### src/rtl/uart_pkg.sv
// Shared register map, bit positions and FSM state types for the UART peripheral.
package uart_pkg;

  localparam logic [4:0] ADDR_TXDATA = 5'h00;
  localparam logic [4:0] ADDR_RXDATA = 5'h04;
  localparam logic [4:0] ADDR_STATUS = 5'h08;
  localparam logic [4:0] ADDR_CTRL   = 5'h0C;

  localparam int ST_TX_EMPTY = 0;
  localparam int ST_TX_FULL  = 1;
  localparam int ST_RX_EMPTY = 2;
  localparam int ST_RX_FULL  = 3;
  localparam int ST_FERR     = 4;
  localparam int ST_PERR     = 5;
  localparam int ST_OVR      = 6;
  // FIFO fill levels occupy otherwise unused STATUS bits
  localparam int ST_RX_LEVEL = 8;
  localparam int ST_TX_LEVEL = 16;

  localparam int CT_PAR_EN  = 18;
  localparam int CT_PAR_ODD = 19;
  localparam int CT_STOP2   = 20;
  localparam int CT_RX_IE   = 21;
  localparam int CT_TX_IE   = 22;

  localparam int BIT_TICKS = 16;

  typedef enum logic [2:0] {RX_IDLE, RX_START, RX_DATA, RX_PARITY, RX_STOP} rx_state_t;
  typedef enum logic [2:0] {TX_IDLE, TX_START, TX_DATA, TX_PARITY, TX_STOP} tx_state_t;

endpackage

### src/rtl/uart_sync_fifo.sv
// Single-clock FIFO; push and pop in the same cycle are both honoured, even when full.
module uart_sync_fifo #(
  parameter int WIDTH = 8,
  parameter int DEPTH = 16
) (
  input  logic                     clk,
  input  logic                     reset,
  input  logic                     push,
  input  logic                     pop,
  input  logic [WIDTH-1:0]         wdata,
  output logic [WIDTH-1:0]         rdata,
  output logic                     full,
  output logic                     empty,
  output logic [$clog2(DEPTH):0]   count
);
  localparam int AW = $clog2(DEPTH);

  logic [WIDTH-1:0] mem [DEPTH];
  logic [AW-1:0]    wr_ptr;
  logic [AW-1:0]    rd_ptr;
  logic             do_push;
  logic             do_pop;

  assign empty   = (count == '0);
  assign full    = (count == (AW+1)'(DEPTH));
  assign do_pop  = pop && !empty;
  assign do_push = push && (!full || do_pop);
  assign rdata   = mem[rd_ptr];

  always_ff @(posedge clk) begin
    if (reset) begin
      wr_ptr <= '0;
      rd_ptr <= '0;
      count  <= '0;
    end else begin
      if (do_push) wr_ptr <= wr_ptr + 1'b1;
      if (do_pop)  rd_ptr <= rd_ptr + 1'b1;
      case ({do_push, do_pop})
        2'b10:   count <= count + 1'b1;
        2'b01:   count <= count - 1'b1;
        default: count <= count;
      endcase
    end
  end

  always_ff @(posedge clk) begin
    if (do_push) mem[wr_ptr] <= wdata;
  end

endmodule

### src/rtl/uart_fifo_ctrl.sv
// Memory-mapped UART: baud tick enable, 16x oversampled RX/TX FSMs, TX/RX FIFOs, sticky error flags.
module uart_fifo_ctrl
  import uart_pkg::*;
#(
  parameter int DBIT       = 8,
  parameter int FIFO_DEPTH = 16,
  parameter int DVSR_W     = 11,
  parameter int SB_TICK    = 16
) (
  input  logic        clk,
  input  logic        reset,
  input  logic [31:0] cpu_address,
  input  logic [31:0] cpu_data,
  input  logic        write_enable,
  input  logic        read_enable,
  input  logic        rx,
  output logic [31:0] cout,
  output logic        tx,
  output logic        irq
);
  localparam int CW = $clog2(FIFO_DEPTH) + 1;
  localparam int SW = $clog2(2 * SB_TICK);
  localparam int NW = $clog2(DBIT);
  localparam logic [31:0] CTRL_MASK = (32'h1F << CT_PAR_EN) | ((32'h1 << DVSR_W) - 32'h1);

  logic [4:0]        addr;
  logic              wr_tx, wr_ctrl, wr_status, rd_rx;
  logic [31:0]       ctrl_q;
  logic [DVSR_W-1:0] dvsr, baud_cnt;
  logic              tick, par_en, par_odd, stop2, rx_ie, tx_ie;
  logic [SW-1:0]     stop_last;
  logic              rx_s1, rx_sync;
  logic              ovr, perr, ferr;
  logic              unused_addr;

  assign addr        = cpu_address[4:0];
  assign unused_addr = ^cpu_address[31:5];
  assign wr_tx       = write_enable && (addr == ADDR_TXDATA);
  assign wr_ctrl     = write_enable && (addr == ADDR_CTRL);
  assign wr_status   = write_enable && (addr == ADDR_STATUS);
  assign rd_rx       = read_enable && (addr == ADDR_RXDATA);
  assign dvsr        = ctrl_q[DVSR_W-1:0];
  assign par_en      = ctrl_q[CT_PAR_EN];
  assign par_odd     = ctrl_q[CT_PAR_ODD];
  assign stop2       = ctrl_q[CT_STOP2];
  assign rx_ie       = ctrl_q[CT_RX_IE];
  assign tx_ie       = ctrl_q[CT_TX_IE];
  assign stop_last   = stop2 ? SW'(2 * SB_TICK - 1) : SW'(SB_TICK - 1);
  assign tick        = (dvsr != '0) && (baud_cnt == dvsr);

  always_ff @(posedge clk) begin
    if (reset)        ctrl_q <= '0;
    else if (wr_ctrl) ctrl_q <= cpu_data & CTRL_MASK;
  end

  // A zero divisor parks the counter, halting both FSMs
  always_ff @(posedge clk) begin
    if (reset || wr_ctrl || tick || dvsr == '0) baud_cnt <= '0;
    else                                        baud_cnt <= baud_cnt + 1'b1;
  end

  always_ff @(posedge clk) begin
    if (reset) {rx_sync, rx_s1} <= 2'b11;
    else       {rx_sync, rx_s1} <= {rx_s1, rx};
  end

  // ---------------- FIFOs ----------------
  logic [DBIT-1:0] tx_rdata, rx_rdata;
  logic            tx_full, tx_empty, rx_full, rx_empty, tx_pop, rx_done;
  logic [CW-1:0]   tx_count, rx_count;
  logic [DBIT-1:0] rx_shift;

  uart_sync_fifo #(.WIDTH(DBIT), .DEPTH(FIFO_DEPTH)) u_tx_fifo (
    .clk(clk), .reset(reset), .push(wr_tx), .pop(tx_pop), .wdata(cpu_data[DBIT-1:0]),
    .rdata(tx_rdata), .full(tx_full), .empty(tx_empty), .count(tx_count)
  );

  uart_sync_fifo #(.WIDTH(DBIT), .DEPTH(FIFO_DEPTH)) u_rx_fifo (
    .clk(clk), .reset(reset), .push(rx_done), .pop(rd_rx), .wdata(rx_shift),
    .rdata(rx_rdata), .full(rx_full), .empty(rx_empty), .count(rx_count)
  );

  // ---------------- RX FSM ----------------
  rx_state_t       rx_state, rx_state_n;
  logic [SW-1:0]   rx_s, rx_s_n;
  logic [NW-1:0]   rx_n, rx_n_n;
  logic [DBIT-1:0] rx_shift_n;
  logic            rx_par, rx_par_n, rx_stop, rx_stop_n, rx_stop_lvl;

  always_ff @(posedge clk) begin
    if (reset) begin
      rx_state <= RX_IDLE;
      rx_s     <= '0;
      rx_n     <= '0;
      rx_shift <= '0;
      rx_par   <= 1'b0;
      rx_stop  <= 1'b1;
    end else begin
      rx_state <= rx_state_n;
      rx_s     <= rx_s_n;
      rx_n     <= rx_n_n;
      rx_shift <= rx_shift_n;
      rx_par   <= rx_par_n;
      rx_stop  <= rx_stop_n;
    end
  end

  always_comb begin
    rx_state_n = rx_state;
    rx_s_n     = rx_s;
    rx_n_n     = rx_n;
    rx_shift_n = rx_shift;
    rx_par_n   = rx_par;
    rx_stop_n  = rx_stop;
    rx_done    = 1'b0;
    case (rx_state)
      RX_IDLE: if (!rx_sync) begin
        rx_state_n = RX_START;
        rx_s_n     = '0;
      end
      RX_START: if (tick) begin
        if (rx_s == SW'(BIT_TICKS/2 - 1)) begin
          rx_state_n = rx_sync ? RX_IDLE : RX_DATA;
          rx_s_n     = '0;
          rx_n_n     = '0;
        end else rx_s_n = rx_s + 1'b1;
      end
      RX_DATA: if (tick) begin
        if (rx_s == SW'(BIT_TICKS - 1)) begin
          rx_s_n             = '0;
          rx_shift_n[rx_n]   = rx_sync;
          if (rx_n == NW'(DBIT - 1)) rx_state_n = par_en ? RX_PARITY : RX_STOP;
          else                       rx_n_n     = rx_n + 1'b1;
        end else rx_s_n = rx_s + 1'b1;
      end
      RX_PARITY: if (tick) begin
        if (rx_s == SW'(BIT_TICKS - 1)) begin
          rx_s_n     = '0;
          rx_par_n   = rx_sync;
          rx_state_n = RX_STOP;
        end else rx_s_n = rx_s + 1'b1;
      end
      RX_STOP: if (tick) begin
        if (rx_s == SW'(SB_TICK - 1)) rx_stop_n = rx_sync;
        if (rx_s == stop_last) begin
          rx_done    = 1'b1;
          rx_state_n = RX_IDLE;
        end else rx_s_n = rx_s + 1'b1;
      end
      default: rx_state_n = RX_IDLE;
    endcase
  end

  // In one-stop mode the stop sample and frame completion fall on the same tick
  assign rx_stop_lvl = (rx_s == SW'(SB_TICK - 1)) ? rx_sync : rx_stop;

  always_ff @(posedge clk) begin
    if (reset) begin
      ovr  <= 1'b0;
      perr <= 1'b0;
      ferr <= 1'b0;
    end else begin
      ovr  <= (ovr  && !(wr_status && cpu_data[ST_OVR]))  || (rx_done && rx_full && !rd_rx);
      perr <= (perr && !(wr_status && cpu_data[ST_PERR])) ||
              (rx_done && par_en && ((^{rx_shift, rx_par}) != par_odd));
      ferr <= (ferr && !(wr_status && cpu_data[ST_FERR])) || (rx_done && !rx_stop_lvl);
    end
  end

  // ---------------- TX FSM ----------------
  tx_state_t       tx_state, tx_state_n;
  logic [SW-1:0]   tx_s, tx_s_n;
  logic [NW-1:0]   tx_n, tx_n_n;
  logic [DBIT-1:0] tx_data, tx_data_n;
  logic            tx_q, tx_next;

  always_ff @(posedge clk) begin
    if (reset) begin
      tx_state <= TX_IDLE;
      tx_s     <= '0;
      tx_n     <= '0;
      tx_data  <= '0;
      tx_q     <= 1'b1;
    end else begin
      tx_state <= tx_state_n;
      tx_s     <= tx_s_n;
      tx_n     <= tx_n_n;
      tx_data  <= tx_data_n;
      tx_q     <= tx_next;
    end
  end

  always_comb begin
    tx_state_n = tx_state;
    tx_s_n     = tx_s;
    tx_n_n     = tx_n;
    tx_data_n  = tx_data;
    tx_pop     = 1'b0;
    case (tx_state)
      TX_IDLE: if (tick && !tx_empty) begin
        tx_pop     = 1'b1;
        tx_data_n  = tx_rdata;
        tx_s_n     = '0;
        tx_state_n = TX_START;
      end
      TX_START: if (tick) begin
        if (tx_s == SW'(BIT_TICKS - 1)) begin
          tx_s_n     = '0;
          tx_n_n     = '0;
          tx_state_n = TX_DATA;
        end else tx_s_n = tx_s + 1'b1;
      end
      TX_DATA: if (tick) begin
        if (tx_s == SW'(BIT_TICKS - 1)) begin
          tx_s_n = '0;
          if (tx_n == NW'(DBIT - 1)) tx_state_n = par_en ? TX_PARITY : TX_STOP;
          else                       tx_n_n     = tx_n + 1'b1;
        end else tx_s_n = tx_s + 1'b1;
      end
      TX_PARITY: if (tick) begin
        if (tx_s == SW'(BIT_TICKS - 1)) begin
          tx_s_n     = '0;
          tx_state_n = TX_STOP;
        end else tx_s_n = tx_s + 1'b1;
      end
      TX_STOP: if (tick) begin
        if (tx_s == stop_last) tx_state_n = TX_IDLE;
        else                   tx_s_n     = tx_s + 1'b1;
      end
      default: tx_state_n = TX_IDLE;
    endcase
  end

  // Line level is registered from the next state so the pin never glitches
  always_comb begin
    case (tx_state_n)
      TX_START:  tx_next = 1'b0;
      TX_DATA:   tx_next = tx_data_n[tx_n_n];
      TX_PARITY: tx_next = (^tx_data_n) ^ par_odd;
      default:   tx_next = 1'b1;
    endcase
  end

  assign tx = tx_q;

  // ---------------- Register read and interrupt ----------------
  logic [31:0] status;

  always_comb begin
    status                       = '0;
    status[ST_TX_EMPTY]          = tx_empty;
    status[ST_TX_FULL]           = tx_full;
    status[ST_RX_EMPTY]          = rx_empty;
    status[ST_RX_FULL]           = rx_full;
    status[ST_FERR]              = ferr;
    status[ST_PERR]              = perr;
    status[ST_OVR]               = ovr;
    status[ST_RX_LEVEL +: CW]    = rx_count;
    status[ST_TX_LEVEL +: CW]    = tx_count;
  end

  always_comb begin
    case (addr)
      ADDR_RXDATA: cout = rx_empty ? 32'h0 : 32'(rx_rdata);
      ADDR_STATUS: cout = status;
      ADDR_CTRL:   cout = ctrl_q;
      default:     cout = 32'h0;
    endcase
  end

  assign irq = (rx_ie && !rx_empty) || (tx_ie && tx_empty) || ovr || perr || ferr;

endmodule
### config.mk
export PLATFORM = sky130hd
export DESIGN_NAME = uart_fifo_ctrl
export DESIGN_NICKNAME = d
export VERILOG_FILES = /design/src/rtl/uart_pkg.sv /design/src/rtl/uart_sync_fifo.sv /design/src/rtl/uart_fifo_ctrl.sv
export SDC_FILE = /design/constraint.sdc
export NUM_CORES = 1
export LEC_CHECK = 0
export BUFFER_PORTS_ARGS = -buffer_cell sky130_fd_sc_hd__buf_2
export CAP_MARGIN = 5
export CELL_PAD_IN_SITES_DETAIL_PLACEMENT = 1
export CELL_PAD_IN_SITES_GLOBAL_PLACEMENT = 1
export CORE_MARGIN = 1.5
export CORE_UTILIZATION = 56
export CTS_BUF_LIST = sky130_fd_sc_hd__clkbuf_4
export DETAILED_ROUTE_END_ITERATION = 8
export PLACE_DENSITY_LB_ADDON = 0.1
export SYNTH_ARGS = -nofsm -noshare
export SYNTH_HDL_FRONTEND = slang
export SYNTH_HIERARCHICAL = 1
export SYNTH_SLANG_ARGS = --single-unit
### constraint.sdc
create_clock -name clk -period 9.1 [get_ports clk]
set_input_delay 0.91 -clock clk [delete_from_list [all_inputs] [get_ports clk]]
set_output_delay 0.91 -clock clk [all_outputs]
set_load 0.1 [all_outputs]
==> flow_summary.toml <==
[yosys]
yosysSeqAreaShare_pct = 60.7
yosys.area.top_type_share_pct = 47.5
ys_ff_latch = 363
synth_ff_type = "edfxtp_1"
syn-instance-count = 1225
synth_most_common_cell = "edfxtp_1"
synth_top_area_cell = "edfxtp_1"
syn_avg_cell_area_um2 = 13.2
synth_area_leaders = "edfxtp_1, dfxtp_1, mux4_2, nand2_1, nor2_1"
synth_edf_count = 256
yosys_warnings = 6
synth_cell_types = 77
synth_common_cells = "edfxtp_1, dfxtp_1, nand2_1"
ys_async_sr_fraction_pct = 0
syn-cell-area_um2 = 16200

[min_path]
hp-class = "primary input to flop"
min_from = "rx"
hold_end = "rx_s1"
holdPathStages = 2

[clock_tree]
clockBufferDepth = 3
cts.sink_count = 363
ctsHoldBuffers = 0
htree_levels = 3
cts_resized = 0
cts_tree = "yes"
post_cts_buffers = 0
root_buffer = "clkbuf_4"
clk_pin_slew_worst_paths_ps = 60
worstSkewPairLatency_ps = 720
cts-buffers-inserted = 93

[sta]
rsz0062_at_grt = "no"
worst_pin_slew_ps = 1170
finalCritPeriodShare_pct = 48.9
finalSetupViolations = 0
tns_ps = 0
fin_worst_skew_ps = 38.6
period_minus_slack_ps = 4450
fin_ws_ps = 4650
max_freq_mhz = 225
slew_viol_final = 0
hold_viol = 0
slew-limit-headroom_pct = 21.2

[setup_path]
start_kind = "flop"
r2r_cells = 11
crit_type = "flop to output port"
ff2ff_setup_slack_ps = 4940
crit_path_max_fanout = 32
cp-end-kind = "output port"
cp.required_ps = 8190
rr_startpoint = "u_tx_fifo/count[0]"
timing.rr.end = "u_tx_fifo/count[4]"
arrival_ps = 3540

[placed_design]
place_hpwl_um = 27300
placed_area_um2 = 16700
routabilityCongestion = 0.838
dp_slack_ps = 4930
io_buffers = 47

[cells_and_area]
nets = 1418
utilization_pct = 62.8
fill_cells = 2898
finalInstanceArea_um2 = 17900
syn_to_final_growth_pct = 10.8
drive_above_1_share_pct = 21.4

[power]
ir_drop_mv = 0.129
finalPower_mw = 3.27
leakagePower_nw = 6.26
power.density_nw_per_um2 = 182

[routing]
totalWireLength_um = 41500
firstDrtPassIters = 6
antenna_left = 0
drc = 0
drt_iter0_markers = 857
post_drt_wl_per_cell_um = 23.3
vias = 10800
vias_per_cell = 6.06

[floorplanning]
num_rows = 62
ios = 103
start_util_pct = 56.7
dieArea_um2 = 29900
die_h_um = 173
core_area_um2 = 28500
die_w_um = 173

[global_routing]
track_usage_pct = 28.6
overflow = 0
grt_pass1_vias = 11600
grt_max_degree = 78
antenna_found_initial = 1
grt_pass1_wl_um = 65300

[job]
maxCapViolations = 0

[outcome]
outcome = "finished, final reports clean"
[critical path: stages (launching register included)]
cell and delay (ps):
dfxtp_2 310, buf_4 520, mux4_2 610, a22oi_1 380, nand2_1 150, a222oi_1 440, inv_1 80, buf_2 300
[registers in the layout (all words and copies together) (netlist names), 3 cells and up, named ones only]
signal,count
u_tx_fifo/wr_ptr,4
rx_s,5
tx_data,8
tx_s,5
u_tx_fifo/rd_ptr,4
u_rx_fifo/count,5
u_rx_fifo/wr_ptr,4
rx_state,3
rx_shift,8
u_rx_fifo/mem,128
u_rx_fifo/rd_ptr,4
tx_n,3
tx_state,3
rx_n,3
baud_cnt,11
ctrl_q,16
u_tx_fifo/count,5
u_tx_fifo/mem,128
[layer usage]
layer / part of all wire [%] / global-route usage (%)
met5: 0 / 0
met1: 41 / 36.8
met3: 5.7 / 5.01
met4: 3.6 / 13.4
met2: 50 / 47.6
[cells by family after synthesis]
logic type / Yosys count / share of synthesized area [%]
DFF: 363 / 60.7
AOI/OAI and AO/OA: 211 / 9.08
other: 1 / 0.0232
muxes: 84 / 10.1
and+or+nand+nor: 366 / 11.6
xor gates and xnor gates: 53 / 2.95
buffers and inverters: 119 / 3.22
adders and majority gates: 28 / 2.26
[worst max path at each step]
stage | startpoint | to | slack, ps | depth (start not counted)
floorplan | flop | cout[2] | 5470 | 8
global placement | u_tx_fifo/count[0] | u_tx_fifo/count[4] | 5120 | 11
detailed placement | cpu_address[3] | u_tx_fifo/count[4] | 4930 | 10
CTS | flop | cout[4] | 4570 | 7
global route | flop | cout[4] | 4440 | 7
finish | flop | cout[4] | 4650 | 7
[where the power goes]
part | switching, mW | total (mW) | internal, mW
clock | 0.674 | 1.40 | 0.726
sequential | 0.00732 | 1.77 | 1.76
combinational | 0.0783 | 0.100 | 0.0221
[final cells by class]
class,instances,area (um^2),area share [%]
Multi-Input combinational cell,754,5890,32.9
Tap cell,384,480,2.68
Inverter,47,176,0.984
Clock buffer,131,983,5.48
Antenna cell,1,2.50,0.0140
Sequential cell,363,9830,54.8
Timing Repair Buffer,62,350,1.95
Clock inverter,37,214,1.19
[through the flow]
| stage | hold WS, ps | instances |
|---|---|---|
| floorplan | 389 | 1236 |
| global placement | 423 | 1610 |
| detailed placement | 416 | 1610 |
| CTS | 345 | 1778 |
| global route | 362 | 1779 |
| finish | 402 | 1779 |
[cell usage in the layout (no fill, tap or decap), drive strengths merged, types with 9 or more instances in the layout]
master  synthesis  layout
edfxtp        256     256
clkbuf         40     131
dfxtp         107     107
nand2          97      97
nor2           92      92
mux4           64      64
buf            32      62
a21oi          60      60
inv            47      49
xnor2          35      35
a22oi          35      35
clkinv          0      32
o21ai          29      29
ha             26      26
and2           23      23
nand2b         22      22
nand3          20      20
mux2i          20      20
nor3           19      19
nor4           18      18
and3           17      17
xor2           17      17
nor2b          12      12
conb            1      12
a211oi         11      11
nand4          11      11
o211ai         10      10
or4             9       9
Power figures use the tool's default switching activity.
